$ cat config.mk
export PLATFORM = sky130hd
export DESIGN_NAME = seg_scanner
export DESIGN_NICKNAME = d
export VERILOG_FILES = /design/src/rtl/seg_pkg.sv /design/src/rtl/seg_scan_prescaler.sv /design/src/rtl/seg_scanner.sv
export SDC_FILE = /design/constraint.sdc
export NUM_CORES = 1
export LEC_CHECK = 0
export ABC_CLOCK_PERIOD_IN_PS = 4500
export CAP_MARGIN = 20
export CORE_MARGIN = 2
export CORE_UTILIZATION = 55
export CTS_BUF_LIST = sky130_fd_sc_hd__clkbuf_4
export CTS_CLUSTER_SIZE = 16
export DETAILED_ROUTE_END_ITERATION = 10
export PLACE_DENSITY = 0.82
export SLEW_MARGIN = 15
export SYNTH_ARGS = -nofsm -noshare
export SYNTH_HDL_FRONTEND = slang
export SYNTH_SLANG_ARGS = --single-unit
$ cat constraint.sdc
create_clock -name clk -period 4.5 [get_ports clk]
set_clock_uncertainty 0.05 [all_clocks]
set_input_delay 0.9 -clock clk [delete_from_list [all_inputs] [get_ports clk]]
set_output_delay 0.9 -clock clk [all_outputs]
set_load 0.005 [all_outputs]
$ cat src/rtl/seg_pkg.sv
// ---------------------------------------------------------------------------
// seg_pkg
// Shared definitions for the 4-digit 7-segment scanner.
//   NUM_DIGITS / SEG_W : display geometry (4 digits, {dp,g..a} segment bus)
//   digit_t            : index of the digit slot being scanned
//   segOffFor/anOffFor : "all unlit" / "all anodes inactive" bus values for a
//                        given output polarity; the top derives its SEG_OFF and
//                        AN_OFF constants from these.
// Optional feature macro used by the design: SEG_SCANNER_DIM_EN
// ---------------------------------------------------------------------------
package seg_pkg;

  localparam int NUM_DIGITS = 4;
  localparam int SEG_W      = 8;

  typedef logic [1:0] digit_t;

  // Idle value of the segment bus: every segment dark.
  function automatic logic [SEG_W-1:0] segOffFor(input bit activeLow);
    return activeLow ? {SEG_W{1'b1}} : {SEG_W{1'b0}};
  endfunction

  // Idle value of the anode lines: every digit disabled.
  function automatic logic [NUM_DIGITS-1:0] anOffFor(input bit activeLow);
    return activeLow ? {NUM_DIGITS{1'b1}} : {NUM_DIGITS{1'b0}};
  endfunction

endpackage

$ cat src/rtl/seg_scan_prescaler.sv
// ---------------------------------------------------------------------------
// seg_scan_prescaler
// Slot timebase for the scanner: cnt runs 0..CLK_DIV-1 inside each digit
// slot, and digit steps 0..3 each time cnt wraps. Dropping en parks both
// counters at zero so the next enabled cycle is again the start of slot 0.
// Ports:
//   clk_i, reset_i : clock, asynchronous active-high reset
//   en_i           : scan enable
//   digit_o        : current slot index
//   blank_o        : high for the first BLANK_CYCLES cycles of a slot
//   frameStart_o   : high on the cycle that begins slot 0 while enabled
// ---------------------------------------------------------------------------
module seg_scan_prescaler
  import seg_pkg::*;
#(
  parameter int CLK_DIV      = 50000,
  parameter int BLANK_CYCLES = 16
) (
  input  logic   clk_i,
  input  logic   reset_i,
  input  logic   en_i,
  output digit_t digit_o,
  output logic   blank_o,
  output logic   frameStart_o
);

  localparam int CW = (CLK_DIV > 1) ? $clog2(CLK_DIV) : 1;
  localparam logic [CW-1:0] CNT_LAST  = CW'(CLK_DIV - 1);
  localparam logic [CW-1:0] BLANK_LIM = CW'(BLANK_CYCLES);

  logic [CW-1:0] cnt_q, cnt_d;
  digit_t        digit_q, digit_d;

  // Next-state of the slot counter and digit index; en low forces both to
  // zero so re-enabling always begins with a fresh frame.
  always_comb begin
    cnt_d   = cnt_q;
    digit_d = digit_q;
    if (!en_i) begin
      cnt_d   = '0;
      digit_d = '0;
    end else if (cnt_q == CNT_LAST) begin
      cnt_d   = '0;
      digit_d = digit_q + 2'd1;
    end else begin
      cnt_d = cnt_q + 1'b1;
    end
  end

  // Counter state registers.
  always_ff @(posedge clk_i or posedge reset_i) begin
    if (reset_i) begin
      cnt_q   <= '0;
      digit_q <= '0;
    end else begin
      cnt_q   <= cnt_d;
      digit_q <= digit_d;
    end
  end

  assign digit_o      = digit_q;
  assign blank_o      = (cnt_q < BLANK_LIM);
  assign frameStart_o = en_i && (cnt_q == '0) && (digit_q == '0);

endmodule

$ cat src/rtl/seg_scanner.sv
// ---------------------------------------------------------------------------
// seg_scanner
// Time-multiplexed driver for a 4-digit 7-segment display with decimal point.
// One coherent 32-bit frame is captured at the start of slot 0 and then shown
// digit by digit; each slot begins with BLANK_CYCLES cycles of all anodes off
// to stop the previous digit's pattern ghosting onto the next one.
// Ports:
//   clk, reset : clock, asynchronous active-high reset
//   en         : scan enable
//   segs[31:0] : byte i = digit i pattern {dp,g..a}, active-high
//   bright[3:0]: brightness, only with SEG_SCANNER_DIM_EN defined
//   an[3:0]    : digit enables (ACTIVE_LOW_AN polarity), registered
//   seg[7:0]   : segment bus (ACTIVE_LOW_SEG polarity), registered
//   digit[1:0] : slot currently being scanned
//   frame_stb  : one-cycle pulse when a frame is latched
// Optional feature macro: SEG_SCANNER_DIM_EN (PWM dimming of the anodes).
// ---------------------------------------------------------------------------
module seg_scanner
  import seg_pkg::*;
#(
  parameter int CLK_DIV        = 50000,
  parameter int BLANK_CYCLES   = 16,
  parameter int ACTIVE_LOW_AN  = 1,
  parameter int ACTIVE_LOW_SEG = 1
) (
  input  logic                        clk,
  input  logic                        reset,
  input  logic                        en,
  input  logic [NUM_DIGITS*SEG_W-1:0] segs,
`ifdef SEG_SCANNER_DIM_EN
  input  logic [3:0]                  bright,
`endif
  output logic [NUM_DIGITS-1:0]       an,
  output logic [SEG_W-1:0]            seg,
  output logic [1:0]                  digit,
  output logic                        frame_stb
);

  localparam logic [SEG_W-1:0]      SEG_OFF = segOffFor(ACTIVE_LOW_SEG != 0);
  localparam logic [NUM_DIGITS-1:0] AN_OFF  = anOffFor(ACTIVE_LOW_AN != 0);

  digit_t digitCur;
  logic   blank;
  logic   frameStart;

  logic [NUM_DIGITS*SEG_W-1:0] shadow_q, shadow_d;
  logic [NUM_DIGITS-1:0]       an_q, an_d;
  logic [SEG_W-1:0]            seg_q, seg_d;
  logic                        stb_q, stb_d;
  logic [SEG_W-1:0]            slotByte;
  logic [NUM_DIGITS-1:0]       anOneHot;
  logic                        lit;

`ifdef SEG_SCANNER_DIM_EN
  logic [3:0] bright_q, bright_d;
  logic [3:0] pwm_q;
`endif

  seg_scan_prescaler #(
    .CLK_DIV      (CLK_DIV),
    .BLANK_CYCLES (BLANK_CYCLES)
  ) u_prescaler (
    .clk_i        (clk),
    .reset_i      (reset),
    .en_i         (en),
    .digit_o      (digitCur),
    .blank_o      (blank),
    .frameStart_o (frameStart)
  );

  // Frame capture and output mux. The byte is read from shadow_d rather than
  // shadow_q so that a zero-blank configuration still shows the newly latched
  // frame on the very first cycle of slot 0.
  always_comb begin
    shadow_d = frameStart ? segs : shadow_q;
    slotByte = shadow_d[{digitCur, 3'b000} +: SEG_W];
    anOneHot = {{(NUM_DIGITS-1){1'b0}}, 1'b1} << digitCur;
    stb_d    = frameStart;
    lit      = en && !blank;
`ifdef SEG_SCANNER_DIM_EN
    bright_d = frameStart ? bright : bright_q;
`endif
    an_d  = AN_OFF;
    seg_d = SEG_OFF;
    if (lit) begin
      seg_d = (ACTIVE_LOW_SEG != 0) ? ~slotByte : slotByte;
`ifdef SEG_SCANNER_DIM_EN
      if (pwm_q <= bright_d) begin
        an_d = (ACTIVE_LOW_AN != 0) ? ~anOneHot : anOneHot;
      end
`else
      an_d = (ACTIVE_LOW_AN != 0) ? ~anOneHot : anOneHot;
`endif
    end
  end

  // Shadow frame and registered board outputs; reset drives the pins to
  // their idle levels without waiting for a clock.
  always_ff @(posedge clk or posedge reset) begin
    if (reset) begin
      shadow_q <= '0;
      an_q     <= AN_OFF;
      seg_q    <= SEG_OFF;
      stb_q    <= 1'b0;
    end else begin
      shadow_q <= shadow_d;
      an_q     <= an_d;
      seg_q    <= seg_d;
      stb_q    <= stb_d;
    end
  end

`ifdef SEG_SCANNER_DIM_EN
  // Free-running PWM phase plus the brightness value captured with the frame.
  always_ff @(posedge clk or posedge reset) begin
    if (reset) begin
      pwm_q    <= '0;
      bright_q <= '0;
    end else begin
      pwm_q    <= pwm_q + 4'd1;
      bright_q <= bright_d;
    end
  end
`endif

  assign an        = an_q;
  assign seg       = seg_q;
  assign digit     = digitCur;
  assign frame_stb = stb_q;

endmodule

# After elaboration in Yosys (flattened, before gate mapping)
# Index checks and enable logic that the tools add are counted.
[op_classes] mux=7 n_mul=0 add_sub_neg=2 n_bitwise=2 shift=2 order_cmp=1 eq_ne=2 div=0 reduce_logical=6
[ops] op="two-way mux 16 bit" n=2
[ops] op="two-way mux 32 bit" n=1
[ops] op="variable part select 32 x 6 -> 8 bit" n=1
[ops] op="adder 16 x 1 -> 16 bit, second input constant" n=1
[ops] op="== test 16 bit, second input constant" n=1
[ops] op="zero test 16 bit" n=1
[ops] op="less-than comparator 16 x 5 -> 1 bit, second input constant" n=1
[ops] op="two-way mux 8 bit" n=1
[ops] op="inverter 8 bit" n=1
[ops] op="two-way mux 2 bit" n=2
[ops] op="two-way mux 4 bit" n=1
[ops] op="inverter 4 bit" n=1
[ops] op="<< shifter 1 x 2 -> 4 bit, first input constant" n=1
[ops] op="logical AND 1 bit" n=3
[ops] op="adder 2 x 1 -> 2 bit, second input constant" n=1
[ops] op="zero test 2 bit" n=1
[ops] op="inequality test 2 x 1 -> 1 bit, second input constant" n=1
[ops] op="zero test 1 bit" n=1
[totals] mem_bits_rw=0 rom_bits=0 n_memories=0 register_bits=63 wordCells=28 latch_bits=0

# Longest topological paths before layout
[logic_depth] ltp_word=7 mapped_depth=9

# Cells and area by module
# From an unflattened synthesis, not the netlist that was laid out.
[unflattened] cells_unflattened=212 hier_area_um2=2915.3
[by_module_without_submodules] module="seg_scanner" area_each_um2=1923.1 cells_each=107 n_inst=1 seq_area_each_um2=1141.1
[by_module_without_submodules] module="seg_scan_prescaler" area_each_um2=992.2 cells_each=105 n_inst=1 seq_area_each_um2=450.4

# Least setup slack after synthesis
# No wires, ideal clock.
[synth_timing] kind="flip-flop to flip-flop" from="register u_prescaler.digit_q[0], in the netlist u_prescaler.digit_o[0]" to="register shadow_q[19]" arrival_ns=2.292 required_ns=4.323 period_less_slack_ns=2.469 path_slack_ns=2.031 path_buffers=4 path_stages_with_launch=10 path_cell_list="dfrtp_1 clkbuf_1 buf_2 inv_1 ha_1 nand4_1 nor4_4 buf_6 buf_6 mux2_1"
[synth_between] elab_chain_len=3
[synth_rtl] item="start: declaration" line="seg_scan_prescaler.sv:32" text="digit_t digit_q, digit_d;"
[synth_rtl] item="start signal: assignment" line="seg_scan_prescaler.sv:57" text="digit_q <= digit_d;"
[synth_rtl] item="zero test 2 bit" line="seg_scan_prescaler.sv:63" text="assign frameStart_o = en_i && (cnt_q == '0) && (digit_q == '0);"
[synth_rtl] item="logical AND 1 bit" line="seg_scan_prescaler.sv:63"
[synth_rtl] item="net frameStart" line="seg_scanner.sv:44" text="logic frameStart;"
[synth_rtl] item="two-way mux 32 bit" line="seg_scanner.sv:75" text="shadow_d = frameStart ? segs : shadow_q;"
[synth_rtl] item="net shadow_d[19]" line="seg_scanner.sv:46" text="logic [NUM_DIGITS*SEG_W-1:0] shadow_q, shadow_d;"
[synth_rtl] item="end signal: assignment" line="seg_scanner.sv:106" text="shadow_q <= shadow_d;"
[synth_rtl] item="end: declaration" line="seg_scanner.sv:46"
# The timed path passes the listed nets, and every way through them passes these cells.
# A chain may end at the register's enable or synchronous reset.

# Worst setup path after layout
[layout_timing] from="input en" to="register seg_q[2], in the netlist seg[2]"
[layout_between] elab_chain_len=6 elab_cells_between_ends=7 classes_between="shift: 1; mux: 2; bitwise: 1; reduce/logical: 3"
[layout_rtl] item="start: declaration" line="seg_scanner.sv:28" text="input logic en,"
[layout_rtl] item="logical AND 1 bit (2 in a row)" line="seg_scan_prescaler.sv:63"
[layout_rtl] item="two-way mux 32 bit" line="seg_scanner.sv:75"
[layout_rtl] item="variable part select 32 x 6 -> 8 bit" line="seg_scanner.sv:76" text="slotByte = shadow_d[{digitCur, 3'b000} +: SEG_W];"
[layout_rtl] item="inverter 8 bit" line="seg_scanner.sv:86" text="seg_d = (ACTIVE_LOW_SEG != 0) ? ~slotByte : slotByte;"
[layout_rtl] item="two-way mux 8 bit (*)" line="seg_scanner.sv:85" text="if (lit) begin"
[layout_rtl] item="net seg_d[2]" line="seg_scanner.sv:48" text="logic [SEG_W-1:0] seg_q, seg_d;"
[layout_rtl] item="end signal: assignment" line="seg_scanner.sv:108" text="seg_q <= seg_d;"
[layout_rtl] item="end: declaration" line="seg_scanner.sv:48"
# The timed path passes the listed nets; every way through them passes the cells marked *.

==> impl_metrics.csv <==
group,metric,value,unit
setup_path,crit_path_max_fanout,49,
sta,period_share,59.5,%
finish,stdcell_count,343,
clocking,cts_hold_buf,0,
route,drt-total-wl,5.29,mm
flow_run,maxCapViolations,0,
sta,grt_setup_unrepaired,"no",
finish,final_cell_mix,"dfrtp_1 (51), clkdlybuf4s50_1 (49), mux2_2 (23)",
sta,finalCriticalPeriod,2680,ps
sta,setup_viol,0,
logic_synthesis,avgSynthCellArea,13.8,um^2
setup_path,crit_chain,"clkdlybuf4s50_1 -> nand4_1 -> nor4_4 -> buf_4 -> mux4_2 -> a22oi_1",
finish,final_common_cell,"dfrtp_1",
route,wl_per_cell,15.4,um
clocking,post_cts_buffers,0,
logic_synthesis,synthTopCellsByArea,"dfrtp_1 (43%), mux4_2 (12%), dfstp_2 (11%), mux2_2 (8.6%), mux2_1 (3.4%)",
die,die_width,77.8,um
sta,hold_viol_final,0,
sta,maxSlewHeadroom,43.8,%
finish,fillers,348,
clocking,clkSinkCount,63,
sta,tightestPinTransition,842,ps
logic_synthesis,yosys.area.top_type,"dfrtp_1",
global_routing,grt_pass1_wl,9.18,mm
die,io-pin-count,50,
clocking,cts_root_buf,"clkbuf_4",
global_routing,antenna_found_initial,0,
clocking,clock_latency,390,ps
logic_synthesis,synthesis.nets,258,
logic_synthesis,ys_types,30,
power_and_ir_drop,ir_drop,0.239,mV
finish,fin_area,3630,um^2
setup_path,cp.arrival,2930,ps
die,die_h,77.8,um
place,placed_cell_area,3520,um^2
die,core,5170,um^2
place,gp_congestion,0.828,
setup_path,worst-path-buf-inv,2,
power_and_ir_drop,power,1.19,mW
sta,max_freq,0.373,GHz
clocking,cts.reportedPaths.clkPinSlew,90,ps
logic_synthesis,synth_cells,217,
finish,diodes,0,
die,initial_core_util,58.0,%
setup_path,start_kind,"input port",
sta,drv_slew,0,
run_status,status,"complete, no violations",
logic_synthesis,synth_warnings,0,
finish,layout.nets,309,
setup_path,critPathKind,"input port to register",
finish,syn_to_final_growth,21.2,%
setup_path,worstSetupEndpointType,"register",
logic_synthesis,yosysTopAreaCellShare,42.6,%
route,viasPerCell,5.37,
clocking,numCtsBuffers,9,
route,drc_errors,0,
place,io_buffer_count,49,
global_routing,overflow,0,
clocking,cts_max_path_buffers,2,
clocking,htree_levels,3,
logic_synthesis,ys_ff_latch,63,
logic_synthesis,synth_area,3000,um^2
finish,drive_gt1_share,26.4,%
setup_path,max_stage_delay,570,ps
route,first_pass_iters,6,
power_and_ir_drop,p_leak,1.45,nW
die,dieArea,6060,um^2
global_routing,grt_pass1_vias,1928,
die,rows,26,
route,drtAntennaViolNets,0,
clocking,tritoncts,"yes",
clocking,ctsResizeCount,0,
logic_synthesis,synth_seq_area_share,53.1,%
global_routing,grt_use_total,20.0,%
route,num_vias,1841,
hold_path,hold_class,"register to register",
sta,setup_tns,0,ps
setup_path,crit_slowest_cell,"clkdlybuf4s50_1",
place,dp.cells,327,
setup_path,cp_top_family,"buffers and inverters",
global_routing,grt_max_degree,50,
setup_path,critPathRequiredTime,4750,ps
route,drt_iter0_markers,97,
finish,utilization,70.2,%
power_and_ir_drop,powerDensity,328,nW/um^2
place,dpl.hpwl,3.72,mm
==> per-layer routing <==
layer	global-route usage (%)	share of wire (%)	vias up
met3	4.77	4.3	8
met4	9.11	1.8	0
li1	-	-	877
met5	0	0	-
met1	25.0	44	912
met2	33.2	50	44
==> logic make-up after synthesis <==
family	share of synthesized area [%]
AO/OA/AOI/OAI	2.30
XOR/XNOR	4.38
adder cells (fa/ha/maj)	2.50
buffers and inverters	3.42
flip-flops	53.1
multiplexers	24.4
AND/OR/NAND/NOR	9.93
==> cell type report <==
class | count | area (um^2) | share of cell area, %
clock buffers | 13 | 97.6 | 2.69
clock inverters | 3 | 12.5 | 0.344
inverters | 7 | 26.3 | 0.723
multi-input cells | 135 | 1300 | 35.9
flip-flops and latches | 63 | 1590 | 43.8
well taps | 70 | 87.6 | 2.41
repair buffers | 52 | 513 | 14.1
==> worst paths after layout <==
check / start / end / slack [ps] / cells past startpoint
max: en / seg[2]$_DFF_PP1_ / 1820 / 6
min: u_prescaler.cnt_q[0]$_DFF_PP0_ / u_prescaler.cnt_q[0]$_DFF_PP0_ / 440 / 1
max reg2reg: u_prescaler.cnt_q[8]$_DFF_PP0_ / seg[2]$_DFF_PP1_ / 2020 / 5
min reg2reg: u_prescaler.cnt_q[0]$_DFF_PP0_ / u_prescaler.cnt_q[0]$_DFF_PP0_ / 440 / 1
max in group asynchronous: reset / seg[7]$_DFF_PP1_ / 2590 / 3
min in group asynchronous: reset / shadow_q[28]$_DFF_PP0_ / 940 / 2
==> synthesized netlist by cell type (all sizes together) <==
library cell   n
nand4          5
clkbuf         5
nand3          4
mux2          32
a22oi          8
nand2         11
dfstp         12
nor2b          1
nor4           3
nor3           3
and2           6
mux2i          1
dfrtp         51
buf            7
inv            7
xor2           8
ha             6
and4           2
and3           1
mux4          16
xnor2          7
nor2          18
or4            2
o31a           1
==> where the power goes <==
group	internal (mW)	total [mW]	switching, mW
Combinational	0.127	0.193	0.0668
Sequential	0.639	0.677	0.0377
Clock	0.135	0.321	0.186
Total	0.900	1.19	0.290
==> per-stage QoR <==
| stage | setup WS, ps | hold WS (ps) |
|---|---|---|
| CTS | 1850 | 450 |
| global route | 1660 | 470 |
| global placement | 1490 | 415 |
| finish | 1820 | 445 |
| floorplan | 2000 | 394 |
| detailed placement | 1430 | 428 |
==> sequential cells by signal (all words and copies together) (netlist names) <==
| name | count |
|---|---|
| an | 4 |
| frame_stb | 1 |
| seg | 8 |
| shadow_q | 32 |
| u_prescaler.cnt_q | 16 |
| u_prescaler.digit_o | 2 |
(Power assumes the default switching activity.)
